`src/rtl/icache_refill_ctrl_pkg.sv`:
```
// Shared instruction-cache refill definitions: FSM state encoding and block geometry helpers.
package icache_refill_ctrl_pkg;

    typedef enum logic [1:0] {
        IDLE = 2'd0,
        REQ  = 2'd1,
        FILL = 2'd2,
        DONE = 2'd3
    } refill_state_t;

    // Number of memory beats needed to fill one cache block.
    function automatic int beatsPerBlock(input int blockBytes, input int beatBits);
        return (blockBytes * 8) / beatBits;
    endfunction

    function automatic int offsetBits(input int blockBytes);
        return $clog2(blockBytes);
    endfunction

    // A single-beat block still needs a one-bit counter to stay legal.
    function automatic int beatCntBits(input int beats);
        return (beats > 1) ? $clog2(beats) : 1;
    endfunction

endpackage

```
`src/rtl/icache_refill_ctrl_if.sv`:
```
// Fetch-side and memory-side signal bundle of the instruction-cache refill controller.
interface icache_refill_ctrl_if #(
    parameter int ADDR_BITS = 32,
    parameter int BEAT_BITS = 64
);
    logic                 CacheMiss;
    logic [ADDR_BITS-1:0] PCF;
    logic                 MemReq;
    logic [ADDR_BITS-1:0] MemAddr;
    logic                 MemAck;
    logic                 MemValid;
    logic [BEAT_BITS-1:0] MemRdData;
    logic                 RepEnable;
    logic [BEAT_BITS-1:0] RepWord;
    logic                 StallF;
    logic                 RefillBusy;

    // master: the refill controller; slave: fetch stage, set array and memory.
    modport master (
        input  CacheMiss, PCF, MemAck, MemValid, MemRdData,
        output MemReq, MemAddr, RepEnable, RepWord, StallF, RefillBusy
    );

    modport slave (
        output CacheMiss, PCF, MemAck, MemValid, MemRdData,
        input  MemReq, MemAddr, RepEnable, RepWord, StallF, RefillBusy
    );
endinterface

```
`src/rtl/icache_refill_ctrl.sv`:
```
// Instruction-cache refill controller: latches the missing block address, requests it
// from memory, and streams the returned beats to the set array one word per strobe.
module icache_refill_ctrl
    import icache_refill_ctrl_pkg::*;
#(
    parameter int B         = 64,
    parameter int BEAT_BITS = 64,
    parameter int ADDR_BITS = 32
) (
    input  logic                clk,
    input  logic                reset,
    icache_refill_ctrl_if.master bus
);

    localparam int BEATS       = beatsPerBlock(B, BEAT_BITS);
    localparam int OFFSET_BITS = offsetBits(B);
    localparam int CNT_W       = beatCntBits(BEATS);
    localparam logic [CNT_W-1:0] LAST_BEAT = CNT_W'(BEATS - 1);

    refill_state_t        stateReg, stateNext;
    logic [CNT_W-1:0]     beatCntReg, beatCntNext;
    logic [ADDR_BITS-1:0] memAddrReg, memAddrNext;
    logic                 repEnableReg, repEnableNext;
    logic [BEAT_BITS-1:0] repWordReg, repWordNext;
    logic [ADDR_BITS-1:0] alignedAddr;

    // Block-aligned fetch address: offset bits forced to zero.
    for (genvar gi = 0; gi < ADDR_BITS; gi++) begin : g_align
        assign alignedAddr[gi] = bus.PCF[gi] & ((gi >= OFFSET_BITS) ? 1'b1 : 1'b0);
    end

    always_ff @(posedge clk or posedge reset) begin
        if (reset) begin
            stateReg     <= IDLE;
            beatCntReg   <= '0;
            memAddrReg   <= '0;
            repEnableReg <= 1'b0;
            repWordReg   <= '0;
        end else begin
            stateReg     <= stateNext;
            beatCntReg   <= beatCntNext;
            memAddrReg   <= memAddrNext;
            repEnableReg <= repEnableNext;
            repWordReg   <= repWordNext;
        end
    end

    always_comb begin
        stateNext     = stateReg;
        beatCntNext   = beatCntReg;
        memAddrNext   = memAddrReg;
        repEnableNext = 1'b0;
        repWordNext   = repWordReg;
        unique case (stateReg)
            IDLE: begin
                if (bus.CacheMiss) begin
                    memAddrNext = alignedAddr;
                    stateNext   = REQ;
                end
            end
            REQ: begin
                // A beat arriving alongside the ack is not part of the fill window.
                if (bus.MemAck) begin
                    beatCntNext = '0;
                    stateNext   = FILL;
                end
            end
            FILL: begin
                if (bus.MemValid) begin
                    repWordNext   = bus.MemRdData;
                    repEnableNext = 1'b1;
                    beatCntNext   = beatCntReg + CNT_W'(1);
                    if (beatCntReg == LAST_BEAT) begin
                        stateNext = DONE;
                    end
                end
            end
            DONE: begin
                stateNext = IDLE;
            end
            default: begin
                stateNext = IDLE;
            end
        endcase
    end

    assign bus.MemReq     = (stateReg == REQ);
    assign bus.MemAddr    = memAddrReg;
    assign bus.RepEnable  = repEnableReg;
    assign bus.RepWord    = repWordReg;
    assign bus.RefillBusy = (stateReg != IDLE);
    assign bus.StallF     = bus.CacheMiss | (stateReg != IDLE);

endmodule

```
`src/flat_wrapper.sv`:
```
// flat-port wrapper written by rule: the top's interface ports become plain ports
module icache_refill_ctrl_flat import icache_refill_ctrl_pkg::*;
#(
    parameter int B         = 64,
    parameter int BEAT_BITS = 64,
    parameter int ADDR_BITS = 32
)
  (clk, reset, bus_CacheMiss, bus_PCF, bus_MemAck, bus_MemValid, bus_MemRdData, bus_MemReq, bus_MemAddr, bus_RepEnable, bus_RepWord, bus_StallF, bus_RefillBusy);
  icache_refill_ctrl_if #(.ADDR_BITS(ADDR_BITS), .BEAT_BITS(BEAT_BITS)) bus_i ();
  input  logic clk;
  input  logic reset;
  input wire logic [$bits(bus_i.CacheMiss)-1:0] bus_CacheMiss;
  input wire logic [$bits(bus_i.PCF)-1:0] bus_PCF;
  input wire logic [$bits(bus_i.MemAck)-1:0] bus_MemAck;
  input wire logic [$bits(bus_i.MemValid)-1:0] bus_MemValid;
  input wire logic [$bits(bus_i.MemRdData)-1:0] bus_MemRdData;
  output wire logic [$bits(bus_i.MemReq)-1:0] bus_MemReq;
  output wire logic [$bits(bus_i.MemAddr)-1:0] bus_MemAddr;
  output wire logic [$bits(bus_i.RepEnable)-1:0] bus_RepEnable;
  output wire logic [$bits(bus_i.RepWord)-1:0] bus_RepWord;
  output wire logic [$bits(bus_i.StallF)-1:0] bus_StallF;
  output wire logic [$bits(bus_i.RefillBusy)-1:0] bus_RefillBusy;
  assign bus_i.CacheMiss = bus_CacheMiss;
  assign bus_i.PCF = bus_PCF;
  assign bus_i.MemAck = bus_MemAck;
  assign bus_i.MemValid = bus_MemValid;
  assign bus_i.MemRdData = bus_MemRdData;
  assign bus_MemReq = bus_i.MemReq;
  assign bus_MemAddr = bus_i.MemAddr;
  assign bus_RepEnable = bus_i.RepEnable;
  assign bus_RepWord = bus_i.RepWord;
  assign bus_StallF = bus_i.StallF;
  assign bus_RefillBusy = bus_i.RefillBusy;
  icache_refill_ctrl #(.B(B), .BEAT_BITS(BEAT_BITS), .ADDR_BITS(ADDR_BITS)) u_core (.clk(clk), .reset(reset), .bus(bus_i));
endmodule
```
`config.mk`:
```
export PLATFORM = sky130hd
export DESIGN_NAME = icache_refill_ctrl_flat
export DESIGN_NICKNAME = d
export VERILOG_FILES = /design/src/rtl/icache_refill_ctrl_pkg.sv /design/src/rtl/icache_refill_ctrl_if.sv /design/src/rtl/icache_refill_ctrl.sv /design/src/flat_wrapper.sv
export SDC_FILE = /design/constraint.sdc
export NUM_CORES = 1
export LEC_CHECK = 0
export BUFFER_PORTS_ARGS = -buffer_cell sky130_fd_sc_hd__buf_2
export CORE_UTILIZATION = 49
export DETAILED_ROUTE_END_ITERATION = 8
export GPL_TIMING_DRIVEN = 0
export PLACE_DENSITY = 0.85
export REMOVE_ABC_BUFFERS = 1
export SLEW_MARGIN = 20
export SYNTH_ARGS = -nofsm -noshare
export SYNTH_HDL_FRONTEND = slang
export SYNTH_SLANG_ARGS = --single-unit
```
`constraint.sdc`:
```
create_clock -name clk -period 5.6 [get_ports clk]
set_input_delay 0.84 -clock clk [delete_from_list [all_inputs] [get_ports clk]]
set_output_delay 0.84 -clock clk [all_outputs]
set_load 0.02 [all_outputs]
```
-- Word level (Yosys, flattened, before mapping)
Index checks and enable logic that the tools add are counted.
- output and inout port bits: 100
- input port bits: 101
- bits in registers: 96
- word-level logic and storage cells: 32
- add/sub/neg operators: 1
- reductions and logical operators: 7
- muxes and demuxes: 10
- equality and inequality tests: 8
- bitwise logic cells: 1
- operators with widths (operator ; count):
    $mux W2 ; 4
    $pmux W2 S4 ; 1
    $mux W3 ; 2
    $ne A2 B2 Y1 const B ; 3
    $pmux W3 S2 ; 1
    $eq A2 B2 Y1 const B ; 2
    $reduce_and A2 Y1 ; 2
    $reduce_and A4 Y1 ; 1
    $reduce_bool A2 Y1 ; 2
    $add A3 B1 Y3 const B ; 1
    $eq A3 B3 Y1 const B ; 1
    $reduce_and A3 Y1 ; 1
    $eq A2 B1 Y1 const B ; 1
    $logic_not A2 Y1 ; 1
    $mux W1 ; 2
    $ne A2 B1 Y1 const B ; 1
    $or A1 B1 Y1 ; 1

-- Longest topological paths before layout
- word-level depth: 4
- mapped depth: 6
- mapped depth without buffers: 5

-- Worst setup path before layout
No wires, ideal clock.
- kind: in2out
- from: input port bus_CacheMiss
- to: output port bus_StallF
- required time: 4.760 ns
- path slack: 3.615 ns
- path buffers: 0
- arrival: 1.145 ns
- cell stages on the path: 2
- cells stage by stage: nor2b_1 inv_1
- word-level cells in the longest chain between the ends: 1
- ends and longest elaborated chain (what ; line ; text):
    from (decl) ; flat_wrapper.sv:12 ; input wire logic [$bits(bus_i.CacheMiss)-1:0] bus_CacheMiss;
    $or A1 B1 Y1 ; icache_refill_ctrl.sv:92 ; assign bus.StallF = bus.CacheMiss | (stateReg != IDLE);
    to (decl) ; flat_wrapper.sv:21 ; output wire logic [$bits(bus_i.StallF)-1:0] bus_StallF;
No other way between the ends.

-- Worst setup path after layout
- from: register u_core.stateReg[0]
- to: output port bus_StallF
- word-level cells in the longest chain between the ends: 2
- ends and longest elaborated chain (what ; line ; text):
    from (decl) ; icache_refill_ctrl.sv:20 ; refill_state_t stateReg, stateNext;
    from (signal assigned) ; icache_refill_ctrl.sv:40 ; stateReg <= stateNext;
    $reduce_bool A2 Y1 ; icache_refill_ctrl.sv:92 ;
    $or A1 B1 Y1 ; icache_refill_ctrl.sv:92 ;
No other way between the ends.

==> run_results.csv <==
group,metric,value,unit
run_status,outcome,"finished, final reports clean",
drt,top_layer_used,"met4",
logic_synthesis,synthCells,235,
logic_synthesis,synth.area.mux_share,31.24,%
logic_synthesis,synth_top_area_cell,"dfrtp_1",
clock_tree,cts_setup_buffers,0,
place,gp_congestion,0.7158,
global_route,grt_pass1_vias,2578,
global_route,grt_util_all_layers,18.82,%
power,cellLeakagePower,2.819,nW
sta,rsz0062_at_grt,"false",
logic_synthesis,netlist_area,0.003969,sq mm
place,io_buffer_count,188,
min_path,min_path_type,"register to register",
setup_path,startpoint_type,"register",
drt,wl_met2,3.814,mm
drt,routed_wl,7.768,mm
logic_synthesis,ys_warn_count,0,
logic_synthesis,synth_fa_ha_area_share,1.892,%
logic_synthesis,synth_edf_count,0,
logic_synthesis,synth_top_area_share,60.53,%
sta,finClkSkew,10.75,ps
drt,met1_length,3.144,mm
floorplanning,ios,201,
sta,finalSetupTns,0,ps
global_route,grt.overflow.total,0,
logic_synthesis,yosysMostFrequentCell,"dfrtp_1",
setup_path,critPathMaxFanout,3,
floorplanning,dieArea,0.008463,sq mm
drt,remaining_drc_errors,0,
drt,ant_nets,0,
floorplanning,dieWidth,92.00,microns
finish,nets,533,
logic_synthesis,ys.flop_type,"dfrtp_1",
drt,drt_iter0_markers,40,
setup_path,crit_type,"register to primary output",
clock_tree,root_buffer,"clkbuf_8",
clock_tree,clkLatencyLatePin,350,ps
floorplanning,rows,32,
finish,design_area,0.005215,sq mm
sta,layout_setup_ws,3164,ps
sta,slew-limit-headroom,31.25,%
drt,wl_met3,672,microns
logic_synthesis,ys_seq_elements,96,
clock_tree,tritoncts,"done",
clock_tree,clkTransAtPathRegs,90,ps
finish,final_util,67.14,%
job,drv_cap,0,
drt,vias,2546,
sta,worst_pin_slew,1029,ps
setup_path,required,4760,ps
sta,max_freq,0.4105,GHz
logic_synthesis,ys_top_cells_by_area,"dfrtp_1, mux2_4, mux2_2",
setup_path,crit_arrival,1600,ps
setup_path,end_kind,"primary output",
place,dp_hpwl,5.822,mm
clock_tree,cts.sinks,96,
logic_synthesis,synth_compound_area_share,0.9458,%
clock_tree,clock_path_buffers,2,
finish,drive_above_1_share,69.84,%
logic_synthesis,async_reset_ff_share,100.0,%
power,ir_drop,0.0003651,V
sta,period_share,43.50,%
global_route,grt_pass1_wl,12.28,mm
global_route,antenna_found_initial,0,
place,place_ws,3336,ps
finish,antenna_cells,0,
drt,firstDrtPassIters,4,
floorplanning,initial_core_util,51.10,%
clock_tree,cts_repair_resize_count,0,
logic_synthesis,synth-simple-area-share,1.135,%
drt,wl_per_cell,14.57,microns
floorplanning,die_h,92.00,microns
place,placed_area,0.004990,sq mm
sta,min_period,2436,ps
logic_synthesis,synth_common_cells,"dfrtp_1, mux2_4, mux2_2, inv_1, buf_4",
clock_tree,htreeDepth,3,
global_route,grt_max_degree,60,
clock_tree,numCtsBuffers,9,
logic_synthesis,synth_cell_types,18,
logic_synthesis,synth_xor_area_share,0,%
drt,via_per_inst,4.777,
clock_tree,hold_buffers,0,
logic_synthesis,synth_top_family_by_area,"multiplexers",
sta,final-hold-violation-count,0,
logic_synthesis,ys_seq_area_share,60.53,%
sta,finalSetupViolCount,0,
sta,drv_slew,0,
logic_synthesis,syn_area_per_cell,16.89,sq um
finish,areaGrowthSynthToFinish,31.40,%
power,power,3.339,mW
power,power_density,640.2,mW/mm^2
floorplanning,core,0.007767,sq mm
critical path: stages, from the launching register on:
cell and delay [ps]:
dfrtp_1 420, inv_1 130, ha_1 200, nor2b_1 280, inv_1 70, buf_2 160
registers in the layout (all words and copies together) (netlist names):
signal and count:
u_core.bus.MemAddr 26, u_core.beatCntReg 3, u_core.stateReg 2, u_core.bus.RepWord 64
u_core.bus.RepEnable 1
metal layers:
layer,global-route usage [%],vias to the layer above
li1,-,1174
met1,23.55,1223
met2,30.97,135
met3,5.058,14
met4,7.813,0
met5,0,-
layout make-up:
cell class,instances,area [sq um]
fillers,582,2552
flip-flops and latches,96,2402
multi-input cells,118,1428
repair buffers,190,988.4
well taps,102,127.6
clock buffers,9,123.9
clock inverters,7,101.3
inverters,11,43.79
where the power goes:
part / internal (mW) / switching, mW / total, mW
Clock: 0.257 / 0.242 / 0.500
Sequential: 1.04 / 0.179 / 1.22
Combinational: 0.769 / 0.849 / 1.62
Total: 2.07 / 1.27 / 3.34
worst paths after layout:
| path | cells past startpoint | start | to | slack [ps] |
|---|---|---|---|---|
| min reg2reg | 1 | u_core.bus.RepWord[42] | u_core.bus.RepWord[42] | 500 |
| min | 1 | u_core.bus.RepWord[42] | u_core.bus.RepWord[42] | 500 |
| max | 5 | u_core.stateReg[0] | bus_StallF | 3160 |
| max in group asynchronous | 3 | reset | u_core.stateReg[1] | 4430 |
| max reg2reg | 5 | u_core.stateReg[0] | u_core.bus.RepWord[38] | 3470 |
| min in group asynchronous | 2 | reset | u_core.bus.RepWord[18] | 530 |
cell usage in the layout, fill, tap and decap left out, drive strengths merged:
cell        n
inv        14
ha          6
conb        6
dfrtp      96
bufinv      2
nor2b       3
clkinvlp    1
clkbuf      9
or4         1
nand2       4
mux2i       2
clkinv      1
mux2       92
o221ai      1
o21a        1
a2111oi     1
buf       190
nor2        1
cell families after synthesis:
group           Yosys count
compound gates            3
fa+ha+maj                 6
other cells               1
mux                      94
buf+inv                  26
flops                    96
simple gates              9
through the flow:
step | instances | hold WS, ps
floorplan | 225 | 484.9
global placement | 515 | 480.9
detailed placement | 517 | 486.4
CTS | 533 | 507.4
global route | 533 | 521.0
finish | 533 | 504.3
Note: power is estimated with default switching activity, not from simulation.
